## config.mk

```make
export PLATFORM = sky130hd
export DESIGN_NAME = dm_pad_input_filter_flat
export DESIGN_NICKNAME = d
export VERILOG_FILES = /design/src/rtl/dm_pad_input_filter_if.sv /design/src/rtl/dm_pad_input_filter.sv /design/src/flat_wrapper.sv
export SDC_FILE = /design/constraint.sdc
export NUM_CORES = 1
export LEC_CHECK = 0
export BUFFER_PORTS_ARGS = -buffer_cell sky130_fd_sc_hd__buf_2
export CAP_MARGIN = 40
export CORE_ASPECT_RATIO = 1.75
export CORE_MARGIN = 8
export CORE_UTILIZATION = 56
export CTS_CLUSTER_SIZE = 40
export DETAILED_ROUTE_END_ITERATION = 7
export GPL_ROUTABILITY_DRIVEN = 1
export PLACE_DENSITY = 0.81
export RECOVER_POWER = 100
export SETUP_SLACK_MARGIN = 0.15
export SYNTH_ARGS = -nofsm -noshare
export SYNTH_HDL_FRONTEND = slang
export SYNTH_SLANG_ARGS = --single-unit
```

## constraint.sdc

```tcl
create_clock -name clk -period 1.6 [get_ports clk]
set_input_delay 0.16 -clock clk [delete_from_list [all_inputs] [get_ports clk]]
set_output_delay 0.16 -clock clk [all_outputs]
set_load 0.05 [all_outputs]
```

## src/rtl/dm_pad_input_filter_if.sv

```systemverilog
// Bus bundle between the DM pad input filter and the fabric register block.
// The register block is the master: it supplies the raw pads, clear strobes
// and interrupt mask, and it consumes the filtered status.
interface dm_pad_input_filter_if #(
  parameter int WIDTH = 4
);
  logic [WIDTH-1:0] PAD_IN;
  logic [WIDTH-1:0] evt_clr;
  logic [WIDTH-1:0] irq_mask;
  logic [WIDTH-1:0] level_out;
  logic [WIDTH-1:0] rise_pulse;
  logic [WIDTH-1:0] fall_pulse;
  logic [WIDTH-1:0] evt_flag;
  logic             irq;

  modport master (
    output PAD_IN, evt_clr, irq_mask,
    input  level_out, rise_pulse, fall_pulse, evt_flag, irq
  );

  modport slave (
    input  PAD_IN, evt_clr, irq_mask,
    output level_out, rise_pulse, fall_pulse, evt_flag, irq
  );
endinterface

```

## src/rtl/dm_pad_input_filter.sv

```systemverilog
// DM pad input filter: synchronizes asynchronous status/fault/ready pads,
// glitch-filters each bit with a persistence counter, and produces filtered
// levels, edge pulses, sticky event flags and a masked interrupt.
module dm_pad_input_filter #(
  parameter int               WIDTH         = 4,
  parameter int               SYNC_STAGES   = 2,
  parameter int               FILTER_CYCLES = 16,
  parameter logic [WIDTH-1:0] RESET_LEVEL   = '0
) (
  input  logic                  clk,
  input  logic                  rst,
  dm_pad_input_filter_if.slave  bus
);

  // Counter only needs to reach FILTER_CYCLES-1; keep at least one bit so
  // FILTER_CYCLES=1 still elaborates (the compare is then always true).
  localparam int               CNT_W   = (FILTER_CYCLES > 1) ? $clog2(FILTER_CYCLES) : 1;
  localparam logic [CNT_W-1:0] CNT_MAX = CNT_W'(FILTER_CYCLES - 1);

  logic [WIDTH-1:0] sync_chain_q [SYNC_STAGES];
  logic [WIDTH-1:0] sync_chain_d [SYNC_STAGES];
  logic [WIDTH-1:0] sync_q;

  logic [WIDTH-1:0] level_q,    level_d;
  logic [WIDTH-1:0] rise_q,     rise_d;
  logic [WIDTH-1:0] fall_q,     fall_d;
  logic [WIDTH-1:0] evt_flag_q, evt_flag_d;
  logic             irq_q,      irq_d;

  // Synchronizer chain: plain flop-to-flop shift, nothing between stages.
  always_comb begin
    sync_chain_d[0] = bus.PAD_IN;
    for (int s = 1; s < SYNC_STAGES; s++) begin
      sync_chain_d[s] = sync_chain_q[s-1];
    end
  end

  // Synchronizer registers, loaded with the reset level.
  always_ff @(posedge clk) begin
    for (int s = 0; s < SYNC_STAGES; s++) begin
      if (rst) begin
        sync_chain_q[s] <= RESET_LEVEL;
      end else begin
        sync_chain_q[s] <= sync_chain_d[s];
      end
    end
  end

  assign sync_q = sync_chain_q[SYNC_STAGES-1];

  // Per-bit persistence filter: level only moves after FILTER_CYCLES
  // consecutive disagreeing samples; any agreeing sample restarts the count.
  for (genvar gi = 0; gi < WIDTH; gi++) begin : g_bit
    logic [CNT_W-1:0] cnt_q, cnt_d;
    logic             lvl_d;

    // Next count and next filtered level for this bit.
    always_comb begin
      cnt_d = cnt_q;
      lvl_d = level_q[gi];
      if (sync_q[gi] == level_q[gi]) begin
        cnt_d = '0;
      end else if (cnt_q == CNT_MAX) begin
        lvl_d = sync_q[gi];
        cnt_d = '0;
      end else begin
        cnt_d = cnt_q + 1'b1;
      end
    end

    // Counter register; reset discards any partial count.
    always_ff @(posedge clk) begin
      if (rst) begin
        cnt_q <= '0;
      end else begin
        cnt_q <= cnt_d;
      end
    end

    assign level_d[gi] = lvl_d;
  end

  // Edge detect on the next level so pulses line up with the new level,
  // then sticky flags (a new edge beats a simultaneous clear) and irq.
  always_comb begin
    rise_d     = level_d & ~level_q;
    fall_d     = ~level_d & level_q;
    evt_flag_d = (evt_flag_q & ~bus.evt_clr) | rise_q | fall_q;
    irq_d      = |(evt_flag_q & bus.irq_mask);
  end

  // Output registers; reset never generates an edge pulse.
  always_ff @(posedge clk) begin
    if (rst) begin
      level_q    <= RESET_LEVEL;
      rise_q     <= '0;
      fall_q     <= '0;
      evt_flag_q <= '0;
      irq_q      <= 1'b0;
    end else begin
      level_q    <= level_d;
      rise_q     <= rise_d;
      fall_q     <= fall_d;
      evt_flag_q <= evt_flag_d;
      irq_q      <= irq_d;
    end
  end

  assign bus.level_out  = level_q;
  assign bus.rise_pulse = rise_q;
  assign bus.fall_pulse = fall_q;
  assign bus.evt_flag   = evt_flag_q;
  assign bus.irq        = irq_q;

endmodule

```

## src/flat_wrapper.sv

```systemverilog
// flat-port wrapper written by rule: the top's interface ports become plain ports
module dm_pad_input_filter_flat 
#(
  parameter int               WIDTH         = 4,
  parameter int               SYNC_STAGES   = 2,
  parameter int               FILTER_CYCLES = 16,
  parameter logic [WIDTH-1:0] RESET_LEVEL   = '0
)
  (clk, rst, bus_PAD_IN, bus_evt_clr, bus_irq_mask, bus_level_out, bus_rise_pulse, bus_fall_pulse, bus_evt_flag, bus_irq);
  dm_pad_input_filter_if #(.WIDTH(WIDTH)) bus_i ();
  input  logic clk;
  input  logic rst;
  input wire logic [$bits(bus_i.PAD_IN)-1:0] bus_PAD_IN;
  input wire logic [$bits(bus_i.evt_clr)-1:0] bus_evt_clr;
  input wire logic [$bits(bus_i.irq_mask)-1:0] bus_irq_mask;
  output wire logic [$bits(bus_i.level_out)-1:0] bus_level_out;
  output wire logic [$bits(bus_i.rise_pulse)-1:0] bus_rise_pulse;
  output wire logic [$bits(bus_i.fall_pulse)-1:0] bus_fall_pulse;
  output wire logic [$bits(bus_i.evt_flag)-1:0] bus_evt_flag;
  output wire logic [$bits(bus_i.irq)-1:0] bus_irq;
  assign bus_i.PAD_IN = bus_PAD_IN;
  assign bus_i.evt_clr = bus_evt_clr;
  assign bus_i.irq_mask = bus_irq_mask;
  assign bus_level_out = bus_i.level_out;
  assign bus_rise_pulse = bus_i.rise_pulse;
  assign bus_fall_pulse = bus_i.fall_pulse;
  assign bus_evt_flag = bus_i.evt_flag;
  assign bus_irq = bus_i.irq;
  dm_pad_input_filter #(.WIDTH(WIDTH), .SYNC_STAGES(SYNC_STAGES), .FILTER_CYCLES(FILTER_CYCLES), .RESET_LEVEL(RESET_LEVEL)) u_core (.clk(clk), .rst(rst), .bus(bus_i));
endmodule
```

==> flow_summary_export.csv, run 1 <==
group,metric,value,unit
outcome,status,"completed",
global_routing,grt.total_usage,12.3,%
place,place_ws,0.492,ns
worst_setup_path,cp_max_fo,5,
floorplanning,io_pins,31,
synth,synth.distinct_cells,21,
worst_setup_path,cp_slowest_cell,"clkbuf_1",
clock_tree,htree_levels,2,
floorplanning,rows,24,
global_routing,grt_pass1_vias,1051,
clock_tree,cts-root-buf,"clkbuf_8",
timing,finalHoldViolCount,0,
timing,slew_violations,0,
worst_setup_path,critPathBufInv,1,
flow_run,cap_violations,0,
power,p_int,1.44,mW
route,vias,1025,
floorplanning,die_h,82.9,µm
timing,final-setup-viol-count,0,
power,p_clk_share,39.5,%
global_routing,antenna_found_initial,0,
timing,finalSetupTns,0,ns
finish,nets,183,
timing,min_period,1.37,ns
worst_setup_path,critPathTopFamily,"buffers and inverters",
clock_tree,clk_latency,0.29,ns
worst_setup_path,end_kind,"primary output",
place,dpl.hpwl,1870,µm
timing,rsz0062_at_grt,"false",
route,wl_per_cell,13.1,µm
route,drt-total-wl,2520,µm
worst_hold_path,hold_path_class,"in2reg",
synth,yosys_register_bits,41,
clock_tree,postCtsHoldBufs,0,
worst_setup_path,worstSetupStartpointType,"flop",
finish,fin_util,66.7,%
finish,area_delta_synth_final,14.7,%
worst_setup_path,crit-reg2reg-launch,"u_core.g_bit[3].cnt_q[0]$_SDFF_PP0_",
timing,post-route-period-util,85.4,%
route,drc,0,
floorplanning,start_util,58.1,%
finish,antenna_cells,0,
power,power.density_cell_area,1090,nW/µm²
timing,skew,0.00479,ns
power,p_sw_share,19.5,%
timing,worstMarginPinSlew,1.16,ns
floorplanning,die_w,54.2,µm
finish,layout-drive-gt1-share,12.0,%
worst_setup_path,slowest_delay,0.50,ns
finish,fillers,214,
power,power.leakage,0.678,nW
power,power.switching,349,µW
power,combPwrFrac,2.5,%
global_routing,grt_max_degree,30,
timing,fmax,732,MHz
clock_tree,post_cts_buffers,0,
clock_tree,cts_sinks,41,
timing,holdWs,0.0816,ns
synth,synth_fp_nets,149,
route,drtIter0Drc,4,
place,portBuffers,30,
global_routing,overflow,0,
floorplanning,dieArea,4490,µm²
timing,max_slew_margin,22.9,%
synth,synth_area_per_cell,10.9,µm²
worst_setup_path,required,1.44,ns
worst_setup_path,worstSetupPathType,"reg2out",
synth,mappedNetlistArea,1430,µm²
clock_tree,cts_resized,0,
worst_hold_path,min_from,"bus_PAD_IN[2]",
worst_setup_path,cp-startpoint,"u_core.bus.level_out[1]$_SDFF_PP0_",
synth,postSynthCellCount,131,
synth,synth_seq_area_share,57.3,%
clock_tree,cts_inserted_buffers,5,
clock_tree,cts_tree,"done",
clock_tree,clockBufferDepth,2,
worst_setup_path,arrival,1.21,ns
global_routing,grt_pass1_wl,4170,µm
route,postRouteAntennaNets,0,
floorplanning,core,2460,µm²
place,finalWeightedCongestion,0.687,
power,p_seq_share,58.0,%
clock_tree,clkTransAtPathRegs,0.07,ns
route,dr.pass1.iters,4,
power,finalPower,1.79,mW
power,ir_drop,725,µV
synth,yosys_warnings,0,
worst_setup_path,path_cells,"clkbuf_1",
route,vias_per_cell,5.34,
timing,worst_slack,0.234,ns
==> worst paths after layout <==
path / slack [ns] / endpoint / cells after the start
worst max register to register: 0.41 / u_core.bus.rise_pulse[3]$_SDFF_PP0_ / 3
worst min-delay path: 0.08 / u_core.sync_chain_q[0][2]$_SDFF_PP0_ / 2
worst min register to register: 0.44 / u_core.sync_chain_q[1][2]$_SDFF_PP0_ / 1
worst max-delay path: 0.23 / bus_level_out[1] / 1
==> power groups by stage <==
stage / clock network, mW / logic, mW / registers, mW
6_report: 0.708 / 0.0453 / 1.04
5_1_grt: 0.775 / 0.0518 / 1.04
4_1_cts: 0.730 / 0.0473 / 1.04
3_5_place_dp: 0 / 0.0466 / 1.06
3_3_place_gp: 0 / 0.0447 / 1.06
2_1_floorplan: 0 / 0.0330 / 1.06
==> cells in the final DEF, fill, tap and decap left out <==
cell      synthesis  final
a21oi_1           5      5
a22oi_1           2      2
a31oi_1           3      3
and3_1            3      3
buf_2             1     12
clkbuf_1          0     18
clkbuf_8          0      7
clkinv_2          0      1
dfxtp_1          41     41
ha_1              4      4
inv_1             1      1
mux2i_1           4      4
nand2_1           3      3
nand2b_1          4      4
nand3_1           7      8
nand3b_1          1      1
nor2_1           21     21
nor2b_1           8      8
nor4b_1           5      8
xnor2_1           4      4
xor2_1            8      8
==> stage by stage <==
step / std cells / instance area [µm²]
detailed placement: 184 / 1590
global placement: 184 / 1590
floorplan: 131 / 1430
CTS: 192 / 1690
finish: 192 / 1640
global route: 192 / 1640
==> final cells by class <==
cell class	count	area (µm²)	share of cell area (%)
inverter	1	3.75	0.229
sequential	41	821	50.0
clock buffer	7	96.3	5.87
clock inverter	1	5.00	0.305
multi-input combinational	86	556	33.8
timing repair buffer	30	128	7.77
tap	26	32.5	1.98
==> sequential cells by signal, indices dropped and copies added (netlist names) <==
register / count
u_core.bus.evt_flag: 4
u_core.bus.fall_pulse: 4
u_core.bus.irq: 1
u_core.bus.level_out: 4
u_core.bus.rise_pulse: 4
u_core.g_bit.cnt_q: 16
u_core.sync_chain_q: 8
==> layer usage <==
layer	track usage [%]	part of all wire, %	vias to the layer above	wire length (µm)
li1	-	-	510	-
met1	11.3	37	475	921
met2	20.0	48	33	1210
met3	5.00	13	7	325
met4	8.78	2.5	0	64
met5	0	0	-	0
==> cells by family (layout without fill, tap and decap cells) <==
| kind of cell | Yosys count | count (layout) | share of synthesized area, % |
|---|---|---|---|
| AOI/OAI and AO/OA | 10 | 10 | 4.11 |
| xor gates and xnor gates | 12 | 12 | 7.34 |
| adders and majority gates | 4 | 4 | 3.50 |
| buffers and inverters | 4 | 39 | 2.18 |
| DFF | 41 | 41 | 57.3 |
| muxes | 4 | 4 | 2.80 |
| and+or+nand+nor | 56 | 56 | 22.7 |
==> cell usage after synthesis, drive strengths merged <==
library cell	instances	area (µm²)
a21oi	5	25.0
a22oi	2	15.0
a31oi	3	18.8
and3	3	18.8
buf	3	27.5
dfxtp	41	821
ha	4	50.1
inv	1	3.75
mux2i	4	40.0
nand2	3	11.3
nand2b	4	25.0
nand3	8	45.0
nand3b	1	7.51
nor2	21	78.8
nor2b	8	50.1
nor4b	8	88.8
xnor2	4	35.0
xor2	8	70.1
(Power assumes the default switching activity.)
==> run 2, diff against run 1 <==
CORE_MARGIN = 2   (was 8)
RECOVER_POWER = 50   (was 100)
==> run 2 against run 1 <==
Net effect: utilization up 1.4 points; design area up 2.1%; combinational power up 4%; worst setup slack better by 0.074 ns; non-clock buffer count unchanged; flip-flop and latch count unchanged; highest routed layer unchanged; via count down 1.2%; hold slack about the same; cell count down 0.52%; total power up 4.0%; clock power up 9.9%; count of clock-buffer cells in the layout down 2.
==> flow_summary_export.csv, run 2 (synthesis results as in run 1) <==
group,metric,value,unit
clock_tree,post_cts_buffers,0,
worst_setup_path,required,1.44,ns
place,finalWeightedCongestion,0.691,
timing,finalSetupTns,0,ns
route,drt-total-wl,2310,µm
finish,largestRegisters,"u_core.g_bit.cnt_q (16), u_core.sync_chain_q (8)",
floorplanning,core,2460,µm²
power,combPwrFrac,2.5,%
clock_tree,clk_latency,0.29,ns
global_routing,grt_pass1_vias,947,
finish,fillers,207,
worst_setup_path,arrival,1.13,ns
power,finalPower,1.87,mW
global_routing,antenna_found_initial,0,
clock_tree,cts_tree,"done",
power,p_seq_share,55.8,%
floorplanning,die_h,70.9,µm
power,p_clk_share,41.7,%
power,power.switching,356,µW
clock_tree,clkTransAtPathRegs,0.07,ns
global_routing,grt_max_degree,30,
route,drc,0,
place,portBuffers,30,
worst_setup_path,path_cells,"clkbuf_1",
clock_tree,cts-root-buf,"clkbuf_8",
timing,skew,0.00781,ns
place,dpl.hpwl,1700,µm
finish,final_common_cell,"dfxtp_1",
flow_run,cap_violations,0,
timing,slew_violations,0,
finish,mostFrequentLayoutCells,"dfxtp_1 (41), nor2_1 (21), buf_2 (18)",
worst_setup_path,worstSetupPathType,"reg2out",
finish,largest_register_ff_count,16,
worst_setup_path,critPathBufInv,1,
floorplanning,dieArea,2990,µm²
outcome,status,"completed",
worst_setup_path,critPathTopFamily,"buffers and inverters",
route,drtIter0Drc,13,
clock_tree,htree_levels,2,
finish,antenna_cells,0,
route,vias,1013,
worst_setup_path,slowest_delay,0.48,ns
global_routing,overflow,0,
timing,fmax,774,MHz
clock_tree,cts_inserted_buffers,5,
clock_tree,cts_sinks,41,
worst_hold_path,hold_path_class,"in2reg",
global_routing,grt_pass1_wl,3770,µm
timing,post-route-period-util,80.7,%
floorplanning,io_pins,31,
global_routing,grt.total_usage,16.5,%
route,vias_per_cell,5.30,
timing,max_slew_margin,59.6,%
worst_setup_path,end_kind,"primary output",
timing,final-setup-viol-count,0,
clock_tree,postCtsHoldBufs,0,
clock_tree,cts_resized,0,
power,ir_drop,852,µV
route,wl_per_cell,12.1,µm
timing,worstMarginPinSlew,0.608,ns
finish,nets,183,
floorplanning,rows,24,
power,p_int,1.51,mW
timing,finalHoldViolCount,0,
timing,rsz0062_at_grt,"false",
clock_tree,clockBufferDepth,2,
power,power.density_cell_area,1110,nW/µm²
route,postRouteAntennaNets,0,
worst_setup_path,worstSetupStartpointType,"flop",
worst_setup_path,cp_max_fo,3,
worst_setup_path,cp_slowest_cell,"clkbuf_1",
power,p_sw_share,19.1,%
timing,min_period,1.29,ns
route,dr.pass1.iters,4,
power,power.leakage,0.704,nW
finish,area_delta_synth_final,17.0,%
finish,layout-drive-gt1-share,17.6,%
finish,top_register,"u_core.g_bit.cnt_q",
floorplanning,die_w,42.2,µm
floorplanning,start_util,58.1,%
run 2: layer usage:
layer / wire length, µm / global-route usage (%)
met1: 901 / 16.7
met3: 178 / 7.40
met4: 54 / 9.03
met2: 1170 / 27.7
met5: 0 / 0
run 2: path summary, 6_finish.rpt:
path	startpoint	endpoint	slack, ns	cells past startpoint
max	u_core.bus.evt_flag[1]$_SDFF_PP0_	bus_evt_flag[1]	0.31	1
min	bus_PAD_IN[0]	u_core.sync_chain_q[0][0]$_SDFF_PP0_	0.08	2
max reg2reg	u_core.g_bit[2].cnt_q[0]$_SDFF_PP0_	u_core.g_bit[2].cnt_q[0]$_SDFF_PP0_	0.44	4
min reg2reg	u_core.sync_chain_q[0][0]$_SDFF_PP0_	u_core.sync_chain_q[1][0]$_SDFF_PP0_	0.43	1
run 2: final cells by class:
type                    count  area, µm²  share of cell area [%]
clock buffers               5       68.8                    4.11
clock inverters             2       35.0                    2.09
inverters                   1       3.75                   0.224
multi-input cells          86        579                    34.6
flip-flops and latches     41        821                    49.0
well taps                  26       32.5                    1.94
repair buffers             30        135                    8.07
run 2: per-stage QoR:
stage | area [µm²] | hold WS, ns | setup slack (ns) | util (%) | std cells
CTS | 1690 | 0.0744 | 0.427 | 68.6 | 191
global placement | 1590 | 0.368 | 0.527 | 64.4 | 184
finish | 1680 | 0.0820 | 0.309 | 68.0 | 191
detailed placement | 1590 | 0.375 | 0.481 | 64.4 | 184
global route | 1680 | 0.0837 | 0.264 | 68.0 | 191
floorplan | 1430 | 0.288 | 0.438 | - | 131
run 2: power by group through the flow:
stage | registers [mW] | logic (mW) | clock network (mW)
CTS | 1.04 | 0.0475 | 0.796
detailed placement | 1.06 | 0.0473 | 0
floorplan | 1.06 | 0.0330 | 0
global route | 1.04 | 0.0535 | 0.842
global placement | 1.06 | 0.0446 | 0
finish | 1.04 | 0.0470 | 0.778
